===== src/rtl/parity_pkg.sv =====
// Shared definitions for the parity unit: parity modes, checker states and the
// mode-to-parity helper used by both the generator and the checker.
package parity_pkg;

    typedef enum logic [1:0] {
        PAR_EVEN  = 2'b00,
        PAR_ODD   = 2'b01,
        PAR_MARK  = 2'b10,
        PAR_SPACE = 2'b11
    } par_typ_e;

    typedef enum logic [1:0] {
        StIdle    = 2'b00,
        StAccum   = 2'b01,
        StWaitPar = 2'b10,
        StDone    = 2'b11
    } chk_state_e;

    // xor_val is the XOR-reduction of the data bits.
    function automatic logic mode_parity(input par_typ_e mode, input logic xor_val);
        logic p;
        unique case (mode)
            PAR_EVEN:  p = xor_val;
            PAR_ODD:   p = ~xor_val;
            PAR_MARK:  p = 1'b1;
            PAR_SPACE: p = 1'b0;
            default:   p = 1'b0;
        endcase
        return p;
    endfunction

endpackage


===== src/rtl/parity_unit_chk.sv =====
// Serial parity checker: accumulates DataWidth bits, then compares the trailing
// parity bit against the mode latched at frame start.
module par_chk
    import parity_pkg::*;
#(
    parameter int unsigned DataWidth = 8
) (
    input  logic     clk_i,
    input  logic     rst_ni,
    input  logic     start_i,
    input  logic     en_i,
    input  logic     bit_i,
    input  par_typ_e par_typ_i,
    output logic     busy_o,
    output logic     done_o,
    output logic     par_err_o
);

    localparam int unsigned CntW = $clog2(DataWidth + 1);
    localparam logic [CntW-1:0] LastIdx = CntW'(DataWidth - 1);

    chk_state_e      state_q, state_d;
    par_typ_e        mode_q, mode_d;
    logic            acc_q, acc_d;
    logic [CntW-1:0] cnt_q, cnt_d;
    logic            err_q, err_d;

    always_comb begin
        state_d = state_q;
        mode_d  = mode_q;
        acc_d   = acc_q;
        cnt_d   = cnt_q;
        err_d   = err_q;
        // A start pulse opens (or restarts) a frame anywhere except DONE.
        if (start_i && state_q != StDone) begin
            mode_d  = par_typ_i;
            acc_d   = 1'b0;
            cnt_d   = '0;
            state_d = StAccum;
        end else begin
            unique case (state_q)
                StIdle: ;
                StAccum: begin
                    if (en_i) begin
                        acc_d = acc_q ^ bit_i;
                        cnt_d = cnt_q + 1'b1;
                        if (cnt_q == LastIdx) state_d = StWaitPar;
                    end
                end
                StWaitPar: begin
                    if (en_i) begin
                        err_d   = bit_i ^ mode_parity(mode_q, acc_q);
                        state_d = StDone;
                    end
                end
                StDone:  state_d = StIdle;
                default: state_d = StIdle;
            endcase
        end
    end

    always_ff @(posedge clk_i) begin
        if (!rst_ni) begin
            state_q <= StIdle;
            mode_q  <= PAR_EVEN;
            acc_q   <= 1'b0;
            cnt_q   <= '0;
            err_q   <= 1'b0;
        end else begin
            state_q <= state_d;
            mode_q  <= mode_d;
            acc_q   <= acc_d;
            cnt_q   <= cnt_d;
            err_q   <= err_d;
        end
    end

    assign busy_o    = (state_q != StIdle);
    assign done_o    = (state_q == StDone);
    assign par_err_o = err_q;

endmodule


===== src/rtl/parity_unit.sv =====
// Parity generator plus serial parity checker. Defining PARITY_ERR_CNT_EN adds
// a saturating err_cnt output counting failed checks.
module parity_unit
    import parity_pkg::*;
#(
    parameter int unsigned DATA_WIDTH = 8,
    parameter int unsigned CNT_WIDTH  = 8
) (
    input  logic                  CLK,
    input  logic                  RST,
    input  logic [DATA_WIDTH-1:0] P_DATA,
    input  logic                  Data_valid,
    input  logic [1:0]            PAR_TYP,
    output logic                  par_bit,
    input  logic                  ser_start,
    input  logic                  ser_en,
    input  logic                  ser_bit,
    output logic                  busy,
    output logic                  chk_done,
    output logic                  par_err
`ifdef PARITY_ERR_CNT_EN
    ,
    output logic [CNT_WIDTH-1:0]  err_cnt
`endif
);

    logic par_bit_q;

    always_ff @(posedge CLK) begin
        if (!RST) begin
            par_bit_q <= 1'b0;
        end else if (Data_valid) begin
            par_bit_q <= mode_parity(par_typ_e'(PAR_TYP), ^P_DATA);
        end
    end

    assign par_bit = par_bit_q;

    par_chk #(
        .DataWidth(DATA_WIDTH)
    ) u_chk (
        .clk_i    (CLK),
        .rst_ni   (RST),
        .start_i  (ser_start),
        .en_i     (ser_en),
        .bit_i    (ser_bit),
        .par_typ_i(par_typ_e'(PAR_TYP)),
        .busy_o   (busy),
        .done_o   (chk_done),
        .par_err_o(par_err)
    );

`ifdef PARITY_ERR_CNT_EN
    logic [CNT_WIDTH-1:0] err_cnt_q;

    always_ff @(posedge CLK) begin
        if (!RST) begin
            err_cnt_q <= '0;
        end else if (chk_done && par_err && err_cnt_q != '1) begin
            err_cnt_q <= err_cnt_q + 1'b1;
        end
    end

    assign err_cnt = err_cnt_q;
`endif

endmodule

===== config.mk =====
export PLATFORM = sky130hd
export DESIGN_NAME = parity_unit
export DESIGN_NICKNAME = d
export VERILOG_FILES = /design/src/rtl/parity_pkg.sv /design/src/rtl/parity_unit_chk.sv /design/src/rtl/parity_unit.sv
export SDC_FILE = /design/constraint.sdc
export NUM_CORES = 1
export LEC_CHECK = 0
export BUFFER_PORTS_ARGS = -buffer_cell sky130_fd_sc_hd__buf_2
export CORE_MARGIN = 2
export CORE_UTILIZATION = 40
export CTS_CLUSTER_SIZE = 28
export DETAILED_ROUTE_END_ITERATION = 10
export GPL_TIMING_DRIVEN = 0
export HOLD_SLACK_MARGIN = 0.08
export SETUP_SLACK_MARGIN = 0.1
export SYNTH_ARGS = -nofsm -noshare
export SYNTH_HDL_FRONTEND = slang
export SYNTH_SLANG_ARGS = --single-unit

===== constraint.sdc =====
create_clock -name CLK -period 2.9 [get_ports CLK]
set_input_delay 0.29 -clock CLK [delete_from_list [all_inputs] [get_ports CLK]]
set_output_delay 0.29 -clock CLK [all_outputs]
set_load 0.005 [all_outputs]

-- Word level (Yosys, flattened, before mapping)
Index checks and enable logic that the tools add are counted.
W data, S select, Z words.
- register bits after elaboration: 11
- output and inout bits: 4
- add/subtract/negate cells: 1
- equal/unequal tests: 17
- mux-type cells: 10
- bitwise operators: 6
- reductions and logical operators: 12
- operators with widths (cell ; count):
    $eq A2 B2 Y1 const B ; 6
    $pmux W1 S4 ; 2
    $reduce_and A4 Y1 ; 2
    $reduce_xor A8 Y1 ; 1
    $eq A2 B1 Y1 const B ; 3
    $mux W2 ; 3
    $ne A2 B2 Y1 const B ; 3
    $ne A3 B2 Y1 const B ; 2
    $pmux W2 S3 ; 1
    $add A4 B1 Y4 const B ; 1
    $eq A4 B3 Y1 const B ; 1
    $logic_not A2 Y1 ; 2
    $mux W1 ; 4
    $not A1 Y1 ; 4
    $reduce_bool A4 Y1 ; 1
    $ne A3 B1 Y1 const B ; 1
    $reduce_and A3 Y1 ; 1
    $reduce_bool A3 Y1 ; 1
    $ne A2 B1 Y1 const B ; 1
    $reduce_and A2 Y1 ; 1
    $reduce_bool A2 Y1 ; 1
    $reduce_or A2 Y1 ; 1
    $xor A1 B1 Y1 ; 2
    $logic_and A1 B1 Y1 ; 1

-- Longest topological paths before layout
Gate-level depths: netlist of the first run.
- depth after elaboration: 6
- gate-level depth with buffers: 7
- depth with buffers taken out: 7

-- By module
Synthesis of the first run repeated with hierarchy kept, for this count alone.
- cell total of the unflattened synthesis: 73
- area total of the unflattened synthesis: 673.1 um^2
- modules (own cells, without submodules) (module ; instances ; cells an instance ; area each (um^2)):
    par_chk ; 1 ; 60 ; 559.3
    parity_unit ; 1 ; 13 ; 113.9

-- Worst setup path after synthesis of the first run
OpenSTA, ideal clock, no wires.
- kind: flip-flop to flip-flop
- start: register u_chk.state_q[1]
- end: register u_chk.state_q[1]
- data arrival time: 1.381 ns
- setup slack: 1.434 ns
- cell stages (with the launch flop): 8
- buffers on the path: 0
- path through: dfxtp_1 > inv_1 > ha_1 > nor2_1 > nor2_1 > a211oi_1 > nor2_1 > a211oi_1
- cells in the longest elaborated chain, start to end: 3
- ends and longest elaborated chain (what ; line ; RTL):
    start, declared ; parity_unit_chk.sv:22 ; chk_state_e state_q, state_d;
    start signal, assigned ; parity_unit_chk.sv:64 ; state_q <= StIdle;
    start signal, assigned ; parity_unit_chk.sv:70 ; state_q <= state_d;
    $eq A2 B1 Y1, or another cell as far along ; parity_unit_chk.sv:41 ; unique case (state_q)
    $ne A2 B1 Y1 (no source line), or another cell as far along ; - ;
    $reduce_and A4 Y1 (no source line) or $reduce_or A2 Y1 (tied branches) ; - ;
Parallel ways exist; a longest one is shown, timed or not.
A chain may end at the register's enable or synchronous reset.

-- Final worst setup path of the first run
Same ends and word-level chain as after synthesis.

==> flow_summary_export.csv, run 1 <==
group,metric,value,unit
power_and_ir_drop,total_power,0.000346,W
die,coreArea,1520,µm²
synthesis,synth.distinct_cells,23,
job,max_cap_viol_count,0,
global_route,antenna_found_initial,0,
status,status,"completed",
clock_tree,clock_path_buffers,2,
power_and_ir_drop,p_sw_share,28.0,%
power_and_ir_drop,powerDensity,434,nW/µm²
die,die-area,1980,µm²
sta,setup_viol,0,
cells_and_area,diodes,0,
clock_tree,cts_resized,0,
clock_tree,cts.sinks,11,
synthesis,synth_top_area_share,33.6,%
worst_setup_path,path_cells,"inv_1 -> ha_1 -> nor2_1 -> nor2_1 -> a211oi_1 -> nor2_1 -> a211oi_1",
clock_tree,h-tree-depth,1,
worst_setup_path,cp_num_cells,7,
cells_and_area,fill_cells,153,
worst_setup_path,slowest_stage,"dfxtp_1",
power_and_ir_drop,seqPwrFrac,47.1,%
die,core.rowCount,14,
synthesis,synth_fp_nets,98,
power_and_ir_drop,vdd_drop_max,0.182,mV
clock_tree,cts_hold_buf,0,
worst_setup_path,r2r_slack,1.17,ns
sta,tns,0,ns
sta,hold_viol_final,0,
route,route.detailed.drc,0,
clock_tree,worstSkewPairLatency,0.27,ns
synthesis,ys_seq_elements,11,
power_and_ir_drop,p_int,0.000249,W
worst_setup_path,critical-path-max-stage-delay,0.43,ns
route,num_vias,598,
clock_tree,clk_pin_slew_worst_paths,0.07,ns
sta,maxSlewHeadroom,80.4,%
sta,finalMaxSlewViolations,0,
worst_setup_path,endpoint,"u_chk.state_q[1]$_SDFFE_PP0P_",
worst_setup_path,required,3.09,ns
clock_tree,postCtsSetupBuffers,0,
sta,rsz0062_at_grt,"false",
global_route,grt_pass1_wl,2100,µm
placed_design,gp_congestion,0.738,
synthesis,syn_avg_cell_area,8.74,µm²
cells_and_area,area_growth,21.6,%
cells_and_area,layout-drive-gt1-share,23.5,%
global_route,grt_pass1_vias,542,
power_and_ir_drop,combPwrFrac,22.3,%
worst_setup_path,endpoint_kind,"flip-flop",
sta,fmax,576,MHz
sta,fin_skew,0.000850,ns
power_and_ir_drop,clkPwrFrac,30.7,%
sta,layout_min_cycle_time,1.73,ns
min_path,hold_path_class,"input pin to flip-flop",
die,die_height,44.5,µm
sta,worst_slew_pin_slew,0.292,ns
sta,holdWs,0.271,ns
synthesis,yosys-top-cells-area,"dfxtp_1, ha_1, xnor2_1",
die,pin_count,20,
synthesis,ys_warn_count,0,
synthesis,synthCells,75,
sta,min_period_over_period,59.8,%
worst_setup_path,crit_family,"compound AO/OA/AOI/OAI gates",
route,drtIter0Drc,10,
worst_setup_path,crit_path_frequent_cell,"nor2_1",
worst_setup_path,arrival,1.92,ns
worst_setup_path,worstReg2RegEnd,"u_chk.state_q[1]$_SDFFE_PP0P_",
global_route,grt-ovfl-total,0,
worst_setup_path,crit_start,"u_chk.state_q[1]$_SDFFE_PP0P_",
worst_setup_path,crit_type,"flip-flop to flip-flop",
route,first_pass_iters,4,
clock_tree,cts_made_buffers,3,
worst_setup_path,r2r_cells,7,
worst_setup_path,cp_max_fo,7,
route,routedWlPerCell,10.8,µm
clock_tree,cts_tree,"built",
global_route,grt_max_degree,9,
min_path,holdCritStartpoint,"Data_valid",
route,wl,1230,µm
synthesis,synth_area_leader_cell,"dfxtp_1",
die,start_util,43.0,%
power_and_ir_drop,p_switching,0.0000967,W
worst_setup_path,start_kind,"flip-flop",
die,fp.dieW,44.5,µm
worst_setup_path,cp.buffers_inverters,1,
synthesis,syn-cell-area,656,µm²
power_and_ir_drop,p_leak,0.362,nW
synthesis,ys_seq_area_share,33.6,%
placed_design,hpwl,992,µm
clock_tree,cts-root-buf,"clkbuf_4",
worst_setup_path,regToRegStartpoint,"u_chk.state_q[1]$_SDFFE_PP0P_",
placed_design,io_buffer_count,19,
route,ant_nets,0,
cells_and_area,nNetsFinal,122,
route,via_per_inst,5.25,
global_route,track_usage,14.9,%
-- synthesized netlist by cell type --
library cell  number
nor2b_1            1
o21ai_0            3
xor2_1             4
ha_1               7
o31ai_1            1
inv_1              3
nand3b_1           1
dfxtp_1           11
nand2_1            8
o22ai_1            1
or3_1              2
o211ai_1           1
a21oi_1            4
and3_1             1
nor2_1             7
and3b_1            1
a41o_1             1
mux2_2             1
xnor2_1            8
nand3_1            4
a211oi_1           2
a21boi_0           2
nand2b_1           1
-- through the flow --
stage               instances  setup slack, ns  utilization [%]  cell area [µm²]
floorplan                  75             1.43                -              656
global placement          110             1.23             50.6              771
detailed placement        110             1.21             50.6              771
CTS                       114             1.17             52.3              797
global route              114            0.975             52.3              797
finish                    114             1.17             52.3              797
-- worst min path at each step --
| stage | endpoint | slack, ns | cells after the start |
|---|---|---|---|
| 3_5_place_dp | u_chk.mode_q[1]$_SDFFE_PN0P_ | 0.47 | 2 |
| 5_1_grt | par_bit$_SDFFE_PN0P_ | 0.26 | 2 |
| 3_3_place_gp | u_chk.mode_q[1]$_SDFFE_PN0P_ | 0.46 | 2 |
| 4_1_cts | par_bit$_SDFFE_PN0P_ | 0.27 | 2 |
| 6_report | par_bit$_SDFFE_PN0P_ | 0.27 | 2 |
| 2_1_floorplan | u_chk.par_err_o$_SDFFE_PN0P_ | 0.43 | 2 |
-- power groups by stage --
stage | logic (W) | registers [W] | clock network (W)
2_1_floorplan | 0.0000515 | 0.000165 | 0
3_3_place_gp | 0.0000762 | 0.000166 | 0
3_5_place_dp | 0.0000775 | 0.000166 | 0
4_1_cts | 0.0000780 | 0.000163 | 0.000108
5_1_grt | 0.0000883 | 0.000164 | 0.000116
6_report | 0.0000771 | 0.000163 | 0.000106
-- placed cells by master, fill, tap and decap left out, drive strengths merged --
cell    Yosys  final
buf         0     19
o22ai       1      1
clkbuf      0      4
nand2       8      8
nor2        7      7
inv         3      3
ha          7      7
and3        1      1
nor2b       1      1
xor2        4      4
and3b       1      1
nand2b      1      1
a41o        1      1
a211oi      2      2
o31ai       1      1
nand3       4      4
mux2        1      1
a21boi      2      2
o21ai       3      3
o211ai      1      1
or3         2      2
a21oi       4      4
dfxtp      11     11
nand3b      1      1
xnor2       8      8
-- flip-flops by register name, summed over array words and instances, names as in the netlist --
register	cells
par_bit	1
u_chk.mode_q	2
u_chk.state_q	2
u_chk.par_err_o	1
u_chk.acc_q	1
u_chk.cnt_q	4
-- layout make-up --
type / instances / area, µm² / share of cell area, %
multi-input cells: 61 / 424 / 53.2
flip-flops and latches: 11 / 220 / 27.6
repair buffers: 19 / 95.1 / 11.9
clock buffers: 4 / 26.3 / 3.30
well taps: 16 / 20.0 / 2.51
inverters: 3 / 11.3 / 1.41
-- cell families after synthesis --
group	Yosys count	synth area share (%)
simple gates	26	18.9
compound gates	15	14.7
xor+xnor	12	16.0
flops	11	33.6
fa+ha+maj	7	13.4
buf+inv	3	1.72
mux	1	1.72
-- layer usage --
metal	up-vias	track usage, %	share of wire (%)	routed length [µm]
met5	-	0	0	0
met3	5	3.67	5.5	68
li1	304	-	-	-
met1	271	17.3	48	591
met2	18	24.3	44	544
met4	0	9.09	2.4	29
Note: power is estimated with default switching activity, not from simulation.
==> run 2, diff against run 1 <==
==> constraint.sdc (replaced) <==
create_clock -name CLK -period 1.65 [get_ports CLK]
set_input_delay 0.165 -clock CLK [delete_from_list [all_inputs] [get_ports CLK]]
set_output_delay 0.165 -clock CLK [all_outputs]
set_load 0.005 [all_outputs]
==> run 2 against run 1 <==
Against the previous run:
- sequential power rose by 77%
- worst setup slack got worse by 0.94 ns
- cell count unchanged
- utilization grew 1.6 points
- final area up 3.1%
- via count is 1.0% higher
- clock skew barely moved
- clock-buffer cell count is the same
- critical path depth unchanged
- clock power rose by 77%
- critical path type unchanged
- critical endpoint unchanged
- largest power group unchanged
==> flow_summary_export.csv, run 2 (synthesis results as in run 1) <==
group,metric,value,unit
sta,finalMaxSlewViolations,0,
worst_setup_path,worstReg2RegEnd,"u_chk.state_q[1]$_SDFFE_PP0P_",
cells_and_area,area_growth,25.4,%
cells_and_area,mostFrequentLayoutCell,"buf_2",
die,core.rowCount,14,
worst_setup_path,endpoint_kind,"flip-flop",
die,die_height,44.5,µm
placed_design,io_buffer_count,19,
clock_tree,cts_made_buffers,3,
route,first_pass_iters,4,
die,pin_count,20,
clock_tree,cts_tree,"built",
worst_setup_path,crit_type,"flip-flop to flip-flop",
cells_and_area,fill_cells,148,
worst_setup_path,r2r_cells,7,
die,start_util,43.0,%
min_path,hold_path_depth,2,
min_path,hold_end,"par_bit$_SDFFE_PN0P_",
sta,worst_slew_pin_slew,0.247,ns
route,routedWlPerCell,11.8,µm
global_route,track_usage,16.0,%
clock_tree,cts.sinks,11,
power_and_ir_drop,p_leak,0.365,nW
job,max_cap_viol_count,0,
sta,rsz0062_at_grt,"false",
clock_tree,cts-root-buf,"clkbuf_4",
sta,tns,0,ns
die,die-area,1980,µm²
cells_and_area,largest_register,"u_chk.cnt_q",
worst_setup_path,required,1.83,ns
sta,layout_min_cycle_time,1.43,ns
cells_and_area,largestRegisters,"u_chk.cnt_q (4), u_chk.mode_q (2), u_chk.state_q (2)",
cells_and_area,final_cell_mix,"buf_2, dfxtp_1, xnor2_1, nand2_1",
clock_tree,clock_path_buffers,2,
min_path,holdCritStartpoint,"Data_valid",
global_route,antenna_found_initial,0,
clock_tree,cts_hold_buf,0,
global_route,grt-ovfl-total,0,
worst_setup_path,start_kind,"flip-flop",
power_and_ir_drop,vdd_drop_max,0.328,mV
clock_tree,h-tree-depth,1,
worst_setup_path,r2r_slack,0.22,ns
global_route,grt_max_degree,9,
route,ant_nets,0,
die,coreArea,1520,µm²
placed_design,hpwl,992,µm
sta,holdWs,0.145,ns
route,wl,1350,µm
placed_design,gp_congestion,0.738,
worst_setup_path,crit_start,"u_chk.state_q[1]$_SDFFE_PP0P_",
clock_tree,worstSkewPairLatency,0.27,ns
worst_setup_path,cp_max_fo,7,
sta,hold_viol_final,0,
sta,fmax,701,MHz
route,num_vias,604,
worst_setup_path,arrival,1.61,ns
cells_and_area,nNetsFinal,122,
status,status,"completed",
global_route,grt_pass1_vias,554,
cells_and_area,multi_input_area,444,µm²
die,fp.dieW,44.5,µm
min_path,hold_path_class,"input pin to flip-flop",
power_and_ir_drop,powerDensity,760,nW/µm²
cells_and_area,diodes,0,
cells_and_area,layout-drive-gt1-share,30.6,%
cells_and_area,register_area,225,µm²
sta,fin_skew,0.000756,ns
clock_tree,postCtsSetupBuffers,0,
sta,min_period_over_period,86.5,%
route,drtIter0Drc,12,
route,route.detailed.drc,0,
cells_and_area,largest_reg_flops,4,
sta,setup_viol,0,
route,via_per_inst,5.30,
worst_setup_path,regToRegStartpoint,"u_chk.state_q[1]$_SDFFE_PP0P_",
global_route,grt_pass1_wl,2240,µm
clock_tree,clk_pin_slew_worst_paths,0.07,ns
sta,maxSlewHeadroom,83.5,%
[run 2: cell types whose count changed in the layout (fill, tap and decap cells not counted)]
| cell | before | now |
|---|---|---|
| dfxtp_1 | 11 | 9 |
| inv_1 | 3 | 1 |
| inv_2 | 0 | 2 |
| a211oi_1 | 2 | 1 |
| a211oi_2 | 0 | 1 |
| dfxtp_2 | 0 | 1 |
| dfxtp_4 | 0 | 1 |
| ha_1 | 7 | 6 |
| ha_4 | 0 | 1 |
| nor2_1 | 7 | 6 |
| nor2_2 | 0 | 1 |
[run 2: worst max-delay path, cell delays in order (launching register included)]
cell	delay, ns
dfxtp_2	0.39
inv_2	0.08
ha_4	0.19
nor2_2	0.13
nor2_1	0.07
a211oi_2	0.21
nor2_1	0.06
a211oi_1	0.19
[run 2: how the worst max path moves through the flow]
stage                                    end  slack, ns  cells past startpoint
6_report       u_chk.state_q[1]$_SDFFE_PP0P_       0.22                      7
5_1_grt        u_chk.state_q[1]$_SDFFE_PP0P_       0.09                      7
4_1_cts        u_chk.state_q[1]$_SDFFE_PP0P_       0.12                      7
3_5_place_dp   u_chk.state_q[1]$_SDFFE_PP0P_      -0.04                      7
3_3_place_gp   u_chk.state_q[1]$_SDFFE_PP0P_      -0.02                      7
2_1_floorplan  u_chk.state_q[1]$_SDFFE_PP0P_       0.18                      7
[run 2: timing repair]
item	CTS	global route
gates cloned	0	0
pin swaps	0	1
gates resized for setup	4	5
setup endpoints to repair	2	3
[run 2: layout make-up]
cell class / count / share of cell area, %
clock buffers: 4 / 3.20
flip-flops and latches: 11 / 27.4
repair buffers: 19 / 11.6
multi-input cells: 61 / 54.0
inverters: 3 / 1.37
well taps: 16 / 2.44
[run 2: power by group]
group	total (W)	switching, W	internal, W
combinational	0.000148	0.0000734	0.0000745
sequential	0.000289	0.0000116	0.000277
clock	0.000188	0.0000943	0.0000936
total	0.000624	0.000179	0.000445
[run 2: routing by layer]
metal	track usage (%)	routed length, µm	vias up
met5	0	0	-
met4	9.09	27	0
met3	3.67	76	5
met2	27.0	639	22
met1	18.3	605	273
li1	-	-	304
[run 2: metrics by stage]
step / util, % / cells / total power (W) / setup WS (ns) / cell area, µm²
after floorplan: - / 75 / 0.000381 / 0.184 / 656
after global placement: 50.6 / 110 / 0.000426 / -0.0220 / 771
after detailed placement: 50.6 / 110 / 0.000428 / -0.0384 / 771
after CTS: 53.0 / 114 / 0.000618 / 0.121 / 807
after global routing: 53.9 / 114 / 0.000661 / 0.0946 / 822
final: 53.9 / 114 / 0.000624 / 0.223 / 822
==> run 3, diff against run 2 <==
--- a/config.mk
+++ b/config.mk
@@ -5,14 +5,15 @@
 export SDC_FILE = /design/constraint.sdc
 export NUM_CORES = 1
 export LEC_CHECK = 0
-export BUFFER_PORTS_ARGS = -buffer_cell sky130_fd_sc_hd__buf_2
 export CORE_MARGIN = 2
 export CORE_UTILIZATION = 40
 export CTS_CLUSTER_SIZE = 28
 export DETAILED_ROUTE_END_ITERATION = 10
+export DONT_BUFFER_PORTS = 1
 export GPL_TIMING_DRIVEN = 0
 export HOLD_SLACK_MARGIN = 0.08
 export SETUP_SLACK_MARGIN = 0.1
 export SYNTH_ARGS = -nofsm -noshare
 export SYNTH_HDL_FRONTEND = slang
+export SYNTH_HIERARCHICAL = 1
 export SYNTH_SLANG_ARGS = --single-unit
==> run 3 against run 2 <==
Against the previous run:
- final area shrank 5.0%
- non-clock buffer count is 15 lower
- utilization fell by 3.3 points
- highest routed layer unchanged
==> flow_summary_export.csv, run 3 <==
group,metric,value,unit
die,core.rowCount,14,
route,routedWlPerCell,12.0,µm
sta,setup_ws,0.214,ns
die,pin_count,20,
synthesis,ys_seq_area_share,32.7,%
placed_design,gp_congestion,0.775,
worst_setup_path,cp_max_fo,7,
synthesis,synth_ff_type,"dfxtp_1",
die,start_util,43.7,%
power_and_ir_drop,p_leak,0.321,nW
die,die_height,45.0,µm
synthesis,ys_warn_count,6,
route,via_per_inst,5.24,
cells_and_area,area_growth,16.0,%
cells_and_area,largestRegisters,"u_chk/cnt_q (4), u_chk/mode_q (2), u_chk/state_q (2)",
job,max_cap_viol_count,0,
placed_design,hpwl,858,µm
sta,worst_slew_pin_slew,0.248,ns
clock_tree,cts_made_buffers,3,
worst_setup_path,critical-path-max-stage-delay,0.37,ns
synthesis,synth_area_leader_cell,"dfxtp_1",
route,route.detailed.drc,0,
min_path,hold_path_class,"input pin to flip-flop",
global_route,antenna_found_initial,0,
synthesis,synthCells,73,
global_route,track_usage,14.5,%
global_route,grt_pass1_vias,487,
sta,finalMaxSlewViolations,0,
sta,setup_viol,0,
worst_setup_path,slowest_stage,"dfxtp_2",
route,first_pass_iters,3,
cells_and_area,nNetsFinal,105,
sta,hold_viol_final,0,
placed_design,dp_cells,89,
cells_and_area,largest_register,"u_chk/cnt_q",
power_and_ir_drop,vdd_drop_max,0.388,mV
cells_and_area,largest_reg_flops,4,
cells_and_area,final_cell_mix,"dfxtp_1, xnor2_1, nor2_1, ha_1, nand3_1",
synthesis,yosys-top-cells-area,"dfxtp_1, ha_1, xnor2_1",
worst_setup_path,cp.buffers_inverters,1,
worst_setup_path,endpoint_kind,"flip-flop",
route,num_vias,508,
cells_and_area,layout-drive-gt1-share,12.3,%
die,fp.dieW,45.0,µm
worst_setup_path,start_kind,"flip-flop",
clock_tree,cts_tree,"built",
synthesis,ys_seq_elements,11,
clock_tree,cts-root-buf,"clkbuf_4",
sta,tns,0,ns
sta,fin_skew,0.00319,ns
global_route,grt-ovfl-total,0,
route,drtIter0Drc,5,
placed_design,pre_cts_ws,0.0420,ns
die,die-area,2030,µm²
synthesis,synth_top_area_share,32.7,%
worst_setup_path,arrival,1.62,ns
global_route,grt_pass1_wl,2060,µm
synthesis,async_reset_ff_share,0,%
sta,fmax,696,MHz
synthesis,synth_edf_count,0,
clock_tree,clock_path_buffers,2,
clock_tree,worstSkewPairLatency,0.27,ns
clock_tree,clk_pin_slew_worst_paths,0.08,ns
worst_setup_path,crit_family,"compound AO/OA/AOI/OAI gates",
worst_setup_path,crit_type,"flip-flop to flip-flop",
status,status,"completed",
clock_tree,cts.sinks,11,
sta,rsz0062_at_grt,"false",
synthesis,syn-cell-area,673,µm²
worst_setup_path,required,1.83,ns
sta,min_period_over_period,87.0,%
clock_tree,h-tree-depth,1,
synthesis,yosysMostFrequentCell,"dfxtp_1",
cells_and_area,fin_util,50.6,%
synthesis,syn_avg_cell_area,9.22,µm²
route,ant_nets,0,
synthesis,synth.distinct_cells,25,
synthesis,synth_fp_nets,96,
cells_and_area,fin_cells,97,
sta,layout_min_cycle_time,1.44,ns
sta,maxSlewHeadroom,83.2,%
route,wl,1160,µm
placed_design,io_buffer_count,0,
cells_and_area,diodes,0,
worst_setup_path,path_cells,"inv_1 -> ha_4 -> o21ba_1 -> a211oi_2 -> nor2_1 -> a211oi_1",
synthesis,synth_common_cells,"dfxtp_1, xnor2_1, ha_1, nor2_1, nand3_1",
global_route,grt_max_degree,8,
power_and_ir_drop,powerDensity,775,nW/µm²
cells_and_area,mostFrequentLayoutCell,"dfxtp_1",
die,coreArea,1540,µm²
[run 3: cell types whose count changed in the layout (fill, tap and decap cells not counted), sizes merged, moves of 2 or more]
| cell | change |
|---|---|
| dlygate4sd3 | +4 |
| a21boi | -2 |
| nand2 | -4 |
| buf | -19 |
| mux2i | +4 |
[run 3: repair_timing]
item                                    CTS  global route
hold endpoints to repair                  6             0
endpoints found under the setup margin    2             2
resized for setup                         3             3
buffers inserted                          0             0
hold buffers                              4             0
pin swaps                                 0             1
gates cloned                              0             0
[run 3: kinds of logic after synthesis]
group / count (synthesis) / share of synthesized area (%)
xor gates and xnor gates: 12 / 15.6
and+or+nand+nor: 26 / 19.9
adders and majority gates: 7 / 13.0
buffers and inverters: 3 / 1.67
DFF: 11 / 32.7
muxes: 4 / 5.95
AOI/OAI and AO/OA: 10 / 11.2
[run 3: worst reg2reg max path: stages (launching register included)]
cell	delay [ns]
dfxtp_2	0.37
inv_1	0.12
ha_4	0.21
o21ba_1	0.21
a211oi_2	0.18
nor2_1	0.06
a211oi_1	0.20
[run 3: metrics by stage]
stage | hold slack, ns | area (µm²) | total power (W)
4_1_cts | 0.0997 | 766 | 0.000610
6_report | 0.107 | 781 | 0.000605
3_3_place_gp | 0.296 | 693 | 0.000407
2_1_floorplan | 0.293 | 673 | 0.000393
5_1_grt | 0.105 | 781 | 0.000651
3_5_place_dp | 0.301 | 693 | 0.000408
[run 3: layer usage]
layer	global-route usage, %	share of wire (%)	routed length [µm]	up-vias
li1	-	-	-	266
met1	18.8	51	598	227
met2	19.7	40	468	13
met3	4.80	6.8	79	2
met4	10.6	1.5	18	0
met5	0	0	0	-
[run 3: final timing paths]
path	start	endpoint	cells after the start	slack, ns
hold / removal	PAR_TYP[0]	par_bit$_SDFFE_PN0P_	2	0.11
hold reg to reg	u_chk/cnt_q[1]$_SDFFE_PP0P_	u_chk/cnt_q[1]$_SDFFE_PP0P_	2	0.50
setup / recovery	u_chk/state_q[1]$_SDFFE_PP0P_	u_chk/state_q[1]$_SDFFE_PP0P_	6	0.21
setup reg to reg	u_chk/state_q[1]$_SDFFE_PP0P_	u_chk/state_q[1]$_SDFFE_PP0P_	6	0.21
[run 3: area by class of cell]
class                   instances  area [µm²]
fillers                       150         761
multi-input cells              59         457
flip-flops and latches         11         225
repair buffers                  4        40.0
clock buffers                   3        22.5
well taps                      16        20.0
inverters                       3        11.3
clock inverters                 1        5.00
[run 3: where the power goes]
part	internal (W)	switching (W)	total, W
sequential	0.000278	0.0000119	0.000290
combinational	0.0000675	0.0000605	0.000128
clock	0.0000896	0.0000974	0.000187
